--- src/rtl/iob_pkg.sv ---
// iob_pkg: shared types and constants for the iob_bridge core-to-AXI-lite bridge.
//   iob_state_e    : bridge FSM state encoding
//   TAG_W          : width of the core data-request tag
//   AXI_RESP_*     : AXI response codes
//   resp_is_err()  : any non-OKAY response is reported to the core as an error
package iob_pkg;

    localparam int TAG_W = 11;

    localparam logic [1:0] AXI_RESP_OKAY   = 2'b00;
    localparam logic [1:0] AXI_RESP_SLVERR = 2'b10;
    localparam logic [1:0] AXI_RESP_DECERR = 2'b11;

    typedef enum logic [2:0] {
        S_IDLE    = 3'd0,
        S_RD_ADDR = 3'd1,
        S_RD_DATA = 3'd2,
        S_WR_REQ  = 3'd3,
        S_WR_RESP = 3'd4,
        S_RESP    = 3'd5
    } iob_state_e;

    function automatic logic resp_is_err(input logic [1:0] resp);
        return resp != AXI_RESP_OKAY;
    endfunction

endpackage

--- src/rtl/iob_arbiter.sv ---
// iob_arbiter: IDLE-state grant logic for the two core request ports.
//   idle_i             : bridge FSM is in IDLE (no transaction outstanding)
//   d_ren_i, d_wen_i   : core data read enable / byte write strobes
//   i_ren_i            : core fetch read enable
//   d_accept_o         : data request accepted this cycle
//   i_accept_o         : fetch request accepted this cycle
//   d_write_o          : accepted data request is a write (strobes win over ren)
module iob_arbiter (
    input  logic       idle_i,
    input  logic       d_ren_i,
    input  logic [3:0] d_wen_i,
    input  logic       i_ren_i,
    output logic       d_accept_o,
    output logic       i_accept_o,
    output logic       d_write_o
);

    logic d_req;

    // Data always wins a tie; a losing fetch simply stays pending in IDLE.
    assign d_req      = d_ren_i | (|d_wen_i);
    assign d_accept_o = idle_i & d_req;
    assign i_accept_o = idle_i & i_ren_i & ~d_req;
    assign d_write_o  = |d_wen_i;

endmodule

--- src/rtl/iob_bridge.sv ---
// iob_bridge: bridges the core data port and fetch port onto a single AXI-lite
// master with at most one transaction outstanding.
//   clk, rst_n          : clock, synchronous active-low reset
//   core__d_*           : data request in; d__core_* data response out
//   core__i_*           : fetch request in; i__core_* fetch response out
//   mio__axi_*          : AXI-lite master (AR/R, AW/W/B)
// Optional build macro IOB_TIMEOUT_EN: abort a stalled bus transaction after
// TIMEOUT_CYCLES busy cycles and answer the core with an error.
//
// state     | meaning
// ----------+---------------------------------------------------------
// IDLE      | no transaction; requests accepted combinationally
// RD_ADDR   | arvalid held until arready
// RD_DATA   | rready held until rvalid
// WR_REQ    | awvalid/wvalid, each dropped on its own ready
// WR_RESP   | bready held until bvalid
// RESP      | one-cycle val pulse to the requesting port
module iob_bridge
    import iob_pkg::*;
#(
    parameter int TIMEOUT_CYCLES = 256
) (
    input  logic             clk,
    input  logic             rst_n,
    input  logic [31:0]      core__d_addr,
    input  logic [31:0]      core__d_wdata,
    input  logic             core__d_ren,
    input  logic [3:0]       core__d_wen,
    input  logic [TAG_W-1:0] core__d_req_tag,
    output logic             d__core_accept,
    output logic             d__core_val,
    output logic             d__core_error,
    output logic [31:0]      d__core_rdata,
    output logic [TAG_W-1:0] d__core_resp_tag,
    input  logic [31:0]      core__i_addr,
    input  logic             core__i_ren,
    output logic             i__core_accept,
    output logic             i__core_val,
    output logic             i__core_error,
    output logic [31:0]      i__core_rdata,
    output logic [31:0]      i__core_pc,
    output logic             mio__axi_arvalid,
    output logic [31:0]      mio__axi_araddr,
    input  logic             mio__axi_arready,
    output logic             mio__axi_awvalid,
    output logic [31:0]      mio__axi_awaddr,
    input  logic             mio__axi_awready,
    output logic             mio__axi_wvalid,
    output logic [31:0]      mio__axi_wdata,
    output logic [3:0]       mio__axi_wstrb,
    input  logic             mio__axi_wready,
    input  logic             mio__axi_bvalid,
    input  logic [1:0]       mio__axi_bresp,
    output logic             mio__axi_bready,
    input  logic             mio__axi_rvalid,
    input  logic [31:0]      mio__axi_rdata,
    input  logic [1:0]       mio__axi_rresp,
    output logic             mio__axi_rready
);

    if (TIMEOUT_CYCLES < 1) begin : g_bad_timeout
        $error("iob_bridge: TIMEOUT_CYCLES must be at least 1");
    end

    iob_state_e       state_q, state_d;
    logic [31:0]      addr_q, wdata_q;
    logic [3:0]       wen_q;
    logic [TAG_W-1:0] tag_q, rsp_tag_q;
    logic             src_fetch_q;
    logic             aw_done_q, w_done_q;
    logic [31:0]      rsp_rdata_q, rsp_rdata_d, rsp_pc_q;
    logic             rsp_err_q, rsp_err_d, rsp_load;

    logic d_accept, i_accept, d_write, start;
    logic busy, rd_hs, wr_hs, aw_ok, w_ok, timeout_hit;

    iob_arbiter u_arbiter (
        .idle_i     (state_q == S_IDLE),
        .d_ren_i    (core__d_ren),
        .d_wen_i    (core__d_wen),
        .i_ren_i    (core__i_ren),
        .d_accept_o (d_accept),
        .i_accept_o (i_accept),
        .d_write_o  (d_write)
    );

    assign start = d_accept | i_accept;
    assign busy  = (state_q == S_RD_ADDR) || (state_q == S_RD_DATA) ||
                   (state_q == S_WR_REQ)  || (state_q == S_WR_RESP);
    assign rd_hs = (state_q == S_RD_DATA) && mio__axi_rvalid;
    assign wr_hs = (state_q == S_WR_RESP) && mio__axi_bvalid;
    assign aw_ok = aw_done_q | mio__axi_awready;
    assign w_ok  = w_done_q  | mio__axi_wready;

`ifdef IOB_TIMEOUT_EN
    localparam int CNT_W = $clog2(TIMEOUT_CYCLES + 1);
    logic [CNT_W-1:0] cnt_q, cnt_d;

    // Down-counter loaded at accept; terminal count on the last allowed busy cycle.
    always_comb begin
        cnt_d = cnt_q;
        if (start) begin
            cnt_d = CNT_W'(TIMEOUT_CYCLES - 1);
        end else if (busy && (cnt_q != '0)) begin
            cnt_d = cnt_q - CNT_W'(1);
        end
    end

    always_ff @(posedge clk) begin
        if (!rst_n) begin
            cnt_q <= '0;
        end else begin
            cnt_q <= cnt_d;
        end
    end

    assign timeout_hit = busy && (cnt_q == '0);
`else
    assign timeout_hit = 1'b0;
`endif

    always_ff @(posedge clk) begin
        if (!rst_n) begin
            state_q <= S_IDLE;
        end else begin
            state_q <= state_d;
        end
    end

    always_comb begin
        state_d = state_q;
        case (state_q)
            S_IDLE: begin
                if (d_accept) begin
                    state_d = d_write ? S_WR_REQ : S_RD_ADDR;
                end else if (i_accept) begin
                    state_d = S_RD_ADDR;
                end
            end
            S_RD_ADDR: if (mio__axi_arready) state_d = S_RD_DATA;
            S_RD_DATA: if (mio__axi_rvalid)  state_d = S_RESP;
            S_WR_REQ:  if (aw_ok && w_ok)    state_d = S_WR_RESP;
            S_WR_RESP: if (mio__axi_bvalid)  state_d = S_RESP;
            S_RESP:    state_d = S_IDLE;
            default:   state_d = S_IDLE;
        endcase
        if (timeout_hit) begin
            state_d = S_RESP;
        end
    end

    always_comb begin
        mio__axi_arvalid = (state_q == S_RD_ADDR);
        mio__axi_rready  = (state_q == S_RD_DATA);
        mio__axi_awvalid = (state_q == S_WR_REQ) && !aw_done_q;
        mio__axi_wvalid  = (state_q == S_WR_REQ) && !w_done_q;
        mio__axi_bready  = (state_q == S_WR_RESP);
        d__core_val      = (state_q == S_RESP) && !src_fetch_q;
        i__core_val      = (state_q == S_RESP) && src_fetch_q;
    end

    // A real bus handshake outranks a timeout landing on the same cycle.
    always_comb begin
        rsp_load    = 1'b0;
        rsp_rdata_d = rsp_rdata_q;
        rsp_err_d   = rsp_err_q;
        if (rd_hs) begin
            rsp_load    = 1'b1;
            rsp_rdata_d = mio__axi_rdata;
            rsp_err_d   = resp_is_err(mio__axi_rresp);
        end else if (wr_hs) begin
            rsp_load    = 1'b1;
            rsp_rdata_d = '0;
            rsp_err_d   = resp_is_err(mio__axi_bresp);
        end else if (timeout_hit) begin
            rsp_load    = 1'b1;
            rsp_rdata_d = '0;
            rsp_err_d   = 1'b1;
        end
    end

    always_ff @(posedge clk) begin
        if (!rst_n) begin
            addr_q      <= '0;
            wdata_q     <= '0;
            wen_q       <= '0;
            tag_q       <= '0;
            src_fetch_q <= 1'b0;
            aw_done_q   <= 1'b0;
            w_done_q    <= 1'b0;
            rsp_rdata_q <= '0;
            rsp_err_q   <= 1'b0;
            rsp_tag_q   <= '0;
            rsp_pc_q    <= '0;
        end else begin
            if (start) begin
                // Fetches are always word aligned on the bus.
                addr_q      <= d_accept ? core__d_addr : (core__i_addr & ~32'h3);
                wdata_q     <= core__d_wdata;
                wen_q       <= d_accept ? core__d_wen : 4'b0000;
                tag_q       <= core__d_req_tag;
                src_fetch_q <= ~d_accept;
                aw_done_q   <= 1'b0;
                w_done_q    <= 1'b0;
            end
            if (state_q == S_WR_REQ) begin
                aw_done_q <= aw_ok;
                w_done_q  <= w_ok;
            end
            if (rsp_load) begin
                rsp_rdata_q <= rsp_rdata_d;
                rsp_err_q   <= rsp_err_d;
                if (src_fetch_q) begin
                    rsp_pc_q <= addr_q;
                end else begin
                    rsp_tag_q <= tag_q;
                end
            end
        end
    end

    assign d__core_accept   = d_accept;
    assign i__core_accept   = i_accept;
    assign d__core_rdata    = rsp_rdata_q;
    assign d__core_error    = rsp_err_q;
    assign d__core_resp_tag = rsp_tag_q;
    assign i__core_rdata    = rsp_rdata_q;
    assign i__core_error    = rsp_err_q;
    assign i__core_pc       = rsp_pc_q;
    assign mio__axi_araddr  = addr_q;
    assign mio__axi_awaddr  = addr_q;
    assign mio__axi_wdata   = wdata_q;
    assign mio__axi_wstrb   = wen_q;

endmodule

--- config.mk ---
export PLATFORM = sky130hd
export DESIGN_NAME = iob_bridge
export DESIGN_NICKNAME = d
export VERILOG_FILES = /design/src/rtl/iob_pkg.sv /design/src/rtl/iob_arbiter.sv /design/src/rtl/iob_bridge.sv
export SDC_FILE = /design/constraint.sdc
export NUM_CORES = 1
export LEC_CHECK = 0
export ABC_AREA = 1
export BUFFER_PORTS_ARGS = -buffer_cell sky130_fd_sc_hd__buf_2
export CAP_MARGIN = 20
export CORE_AREA = 2 2 145 147
export CTS_CLUSTER_SIZE = 16
export DETAILED_ROUTE_END_ITERATION = 12
export DIE_AREA = 0 0 147 149
export GPL_TIMING_DRIVEN = 0
export PLACE_DENSITY = 0.68
export SLEW_MARGIN = 10
export SYNTH_ARGS = -nofsm -noshare
export SYNTH_HDL_FRONTEND = slang
export SYNTH_SLANG_ARGS = --single-unit
export TNS_END_PERCENT = 10
--- constraint.sdc ---
create_clock -name clk -period 3 [get_ports clk]
set_input_delay 0.75 -clock clk [delete_from_list [all_inputs] [get_ports clk]]
set_output_delay 0.75 -clock clk [all_outputs]
set_load 0.02 [all_outputs]
-- Yosys cells after proc, flatten, opt, wreduce, memory -nomap -nowiden
Cells that the tools add are included.
- memories: 0
- RAM bits: 0
- bits in latches: 0
- register bits: 161
- memory bits (read-only): 0
- bits of input ports: 156
- output and inout port bits: 218
- shift-type cells: 0
- reductions and logical operators: 20
- equality and inequality tests: 10
- bitwise operators: 10
- div/mod/pow operators: 0
- magnitude comparators: 0
- $mul: 0
- add/subtract/negate cells: 0
- mux-type cells: 19
- operator list (cell ; number):
    2-to-1 mux 32 bit ; 3
    2-to-1 mux 3 bit ; 6
    one-hot mux 3 bit (5 select lines) ; 1
    nonzero test 2 bit ; 4
    logical AND 1 bit ; 7
    2-to-1 mux 1 bit ; 7
    equality test 3 x 2 -> 1 bit, second input constant ; 2
    equality test 3 bit, second input constant ; 2
    != test 2 bit, second input constant ; 3
    AND reduction 2 bit ; 3
    AND reduction 5 bit ; 1
    2-to-1 mux 4 bit ; 1
    OR 1 bit ; 4
    OR reduction 4 bit ; 1
    bitwise AND 1 bit ; 3
    equality test 3 x 1 -> 1 bit, second input constant ; 1
    zero test 1 bit ; 3
    zero test 3 bit ; 1
    != test 3 bit, second input constant ; 1
    inverter 1 bit ; 3
    2-to-1 mux 2 bit ; 1
    != test 2 x 1 -> 1 bit, second input constant ; 1

-- Logic depth before layout (Yosys ltp)
- depth after elaboration: 7
- gate-level depth with buffers: 12
- mapped depth without buffers: 9

-- By module
A second synthesis with hierarchy kept.
- cells, all modules: 866
- area, all modules: 6536.3 sq um
- modules (own cells, without submodules) (module ; cells each ; times used ; area each (sq um) ; seq. area each (sq um)):
    iob_bridge ; 857 ; 1 ; 6488.7 ; 3223.1
    iob_arbiter ; 9 ; 1 ; 47.5 ; 0.0

-- Worst setup path before layout
No wires, ideal clock.
- path type: in2out
- from: input port core__d_wen[0]
- to: output port i__core_accept
- arrival time: 1.293 ns
- stages: 3
- buffers on the path: 0
- required time: 2.250 ns
- path slack: 0.957 ns
- cell sequence: nor2_1 nand3b_1 nor2_1
- cells in the longest elaborated chain, start to end: 4
- RTL lines (what ; RTL line ; source):
    start: declaration ; iob_bridge.sv:28 ; input logic [3:0] core__d_wen,
    OR reduction 4 bit ; iob_arbiter.sv:21 ; assign d_req = d_ren_i | (|d_wen_i);
    OR 1 bit ; iob_arbiter.sv:21 ;
    inverter 1 bit ; iob_arbiter.sv:23 ; assign i_accept_o = idle_i & i_ren_i & ~d_req;
    bitwise AND 1 bit ; iob_arbiter.sv:23 ;
    end: declaration ; iob_bridge.sv:37 ; output logic i__core_accept,
Every way passes these cells.

-- Worst setup path after layout
- from: input port core__d_wen[0]
- to: output port d__core_accept
- cells in the longest elaborated chain, start to end: 3
- RTL lines (what ; RTL line ; source):
    OR reduction 4 bit ; iob_arbiter.sv:21 ;
    OR 1 bit ; iob_arbiter.sv:21 ;
    bitwise AND 1 bit ; iob_arbiter.sv:22 ; assign d_accept_o = idle_i & d_req;
    end: declaration ; iob_bridge.sv:30 ; output logic d__core_accept,
Every way passes these cells.

==> results by group <==
Run status
  • Status: finished, final reports clean

Setup path
  • Worst r2r src: state_q[0]$_SDFFE_PN0P_
  • WP data arrival: 1.99 ns
  • R2r setup slk: 1.26 ns
  • Worst EP required: 2.25 ns
  • Setup crit start kind: input pin
  • Reg2reg path depth: 9
  • CP Max Fanout: 10
  • Reg2reg end: mio__axi_araddr[19]$_SDFFE_PN0P_
  • Critical Path End Type: primary output
  • Cell seen most often among critical-path stages: buf_2
  • Crit path cell chain: buf_2, nor2_1, nand3b_1, nand2_2, inv_2, buf_2, buf_2
  • CP max stage cell: nor2_1
  • CP peak stage delay: 0.27 ns
  • Kind of critical path: in -> out

Placed design
  • Gpl congestion: 0.884
  • Detailed Place HPWL: 17,800 um
  • PortBufs: 370
  • DP Area: 8920 um^2
  • Inst Count DP: 1,565
  • Pre-CTS setup slack: 0.184 ns

Finish
  • Commonest non-fill, non-tap cell in the layout: buf_2
  • Most frequent cells in the layout: buf_2 (392), nor2_1 (249), dfxtp_1 (161)
  • Cell area after layout: 9530 um^2
  • Final Core Density: 0.463
  • Share of cells above drive strength 1: 0.389
  • Layout Nets: 1,465
  • Fillers: 2,080
  • Area Overhead vs Synth: 41.7%
  • Non-Filler Instances: 1,598

Pwr
  • Clk network pwr share: 0.227
  • Pwr Total: 9.97 mW
  • Internal Power: 5.66 mW
  • Reg power frac: 0.314
  • Net Switching: 4.31 mW
  • Max VDD drop: 451 uV
  • P_leak: 4.96 nW
  • Logic pwr share: 0.459
  • P per Cell Area: 1050 nW/um^2
  • Sw frac: 0.432

CTS
  • Total CTS buffers: 17
  • Post-CTS Hold Fix Bufs: 0
  • CTS H-tree lvls: 4
  • Post-cts resize count: 0
  • CTS tree: built
  • CTS root buf: clkbuf_16
  • Clk Latency, worst-skew pair: 0.42 ns
  • Clk sinks: 161
  • Buffer levels on the longest clock path: 2
  • Clk slew on worst S/H paths: 0.06 ns
  • Post-CTS Setup Bufs: 0

Logic synthesis
  • Post-synth top area share: 0.479
  • Seq/Total Area, Yosys: 0.479
  • Top post-synthesis cells by area: dfxtp_1 (48%), nor2_1 (14%), nand2_1 (8.6%)
  • Synth Cell Area: 6720 um^2
  • Syn avg cell area: 7.31 um^2
  • Post-synth top area cell: dfxtp_1
  • Syn Inst Count: 920
  • Yosys reg bits: 161
  • Syn Nets: 1,076
  • Yosys warnings: 0
  • Cell variety after synth: 22

Timing
  • Crit path time final: 2.74 ns
  • Worst Tran Pin Value: 0.632 ns
  • Worst hold slack: 0.462 ns
  • Fin. Hold Viols: 0
  • Final setup TNS: 0 ns
  • Final Max Tran Viols: 0
  • Relative slew slack: 0.579
  • Final worst slack: 0.259 ns
  • Final Setup Violations: 0
  • Fmax: 365 MHz
  • RSZ-0062 raised after global routing: false
  • Worst Skew: 0.00946 ns
  • Fin crit share: 0.914

Floorplan
  • Chip Height: 149 um
  • Row count: 53
  • Die W: 147 um
  • Core box area: 20,600 um^2
  • Starting density of the core: 0.327
  • IO Count: 374
  • DIE AREA: 21,900 um^2

Detailed routing
  • Routed len/inst: 14.3 um
  • Via Count: 7,071
  • Initial DRC Count: 224
  • First-pass DRT Iterations: 4
  • Routed wire length: 22,800 um
  • Number of routed nets with antenna violations: 0
  • DRC Markers: 0
  • Via-to-Cell Ratio: 4.42

Worst hold path
  • Worst Hold End: mio__axi_wstrb[3]$_SDFFE_PN0P_
  • Hold wc startpoint: mio__axi_wstrb[3]$_SDFFE_PN0P_
  • Worst hold path stage count: 2
  • Hold Crit Class: reg -> reg

GRT
  • Tot GR Track Use: 0.200
  • First-pass GRT wire length: 34,100 um
  • Vias in the first global route: 6,512
  • Largest net degree at the start of global routing: 17
  • Initial antenna violation count: 2
  • Total gr overflow: 0

Job
  • Max_cap viols: 0
## synth_stat cells
cell and instances:
dfxtp_1 161, buf_4 71, nand2_2 5, nor2_1 249
nor2_4 1, nand3b_1 2, nand2_1 154, buf_2 22
or2_2 1, o21ai_1 32, clkbuf_1 25, nor3_1 1
nand4_1 1, a21oi_1 45, nor3_4 1, inv_4 1
buf_6 7, nand3_1 37, inv_2 4, a211oi_1 1
inv_1 12, o21ai_0 87
## state kept, by name, indices dropped and copies added (netlist names), 3 cells and up
name	cells
mio__axi_wdata	32
d__core_rdata	32
i__core_pc	32
tag_q	11
mio__axi_wstrb	4
mio__axi_araddr	32
d__core_resp_tag	11
state_q	3
## power by group through the flow
stage | clock, mW | sequential, mW | combinational, mW
2_1_floorplan | 0 | 3.69 | 2.53
4_1_cts | 2.31 | 3.13 | 4.63
3_3_place_gp | 0 | 3.16 | 4.59
6_report | 2.26 | 3.13 | 4.57
3_5_place_dp | 0 | 3.17 | 4.62
5_1_grt | 2.39 | 3.21 | 5.05
## worst max-delay path by stage
stage | start | to | slack [ns] | cells after the start
6_report | core__d_wen[0] | d__core_accept | 0.26 | 7
5_1_grt | core__d_wen[0] | d__core_accept | 0.13 | 7
4_1_cts | core__d_wen[0] | d__core_accept | 0.18 | 7
3_5_place_dp | core__d_wen[0] | d__core_accept | 0.18 | 7
3_3_place_gp | core__d_wen[0] | d__core_accept | 0.22 | 7
2_1_floorplan | core__d_wen[0] | i__core_accept | 0.96 | 3
## cell type report
cell class,count,area (um^2),area share
clock inverters,14,179,0.0188
clock buffers,17,425,0.0446
plain buffers,125,816,0.0856
multi-input cells,617,2620,0.275
repair buffers,370,1850,0.194
inverters,17,66.3,0.00696
flip-flops and latches,161,3220,0.338
well taps,275,344,0.0361
diodes,2,5.00,0.000525
## per-layer routing
layer	part of all wire	global-route usage	routed length, um	vias to the layer above
li1	-	-	-	3635
met1	0.42	0.232	9490	3161
met3	0.065	0.0502	1480	23
met4	0.017	0.0716	389	2
met2	0.50	0.357	11500	250
met5	0.00048	0	11	-
## critical path, delay by kind of cell
family | cells | cell delay (ns)
simple gates | 3 | 0.64
buf+inv | 4 | 0.58
## logic make-up (layout without fill, tap and decap cells)
logic type      Yosys count  after routing  synth area share
simple gates            452            452             0.266
other cells               0              2                 0
flops                   161            161             0.479
buf+inv                 142            543             0.131
compound gates          165            165             0.123
Power figures use the tool's default switching activity.
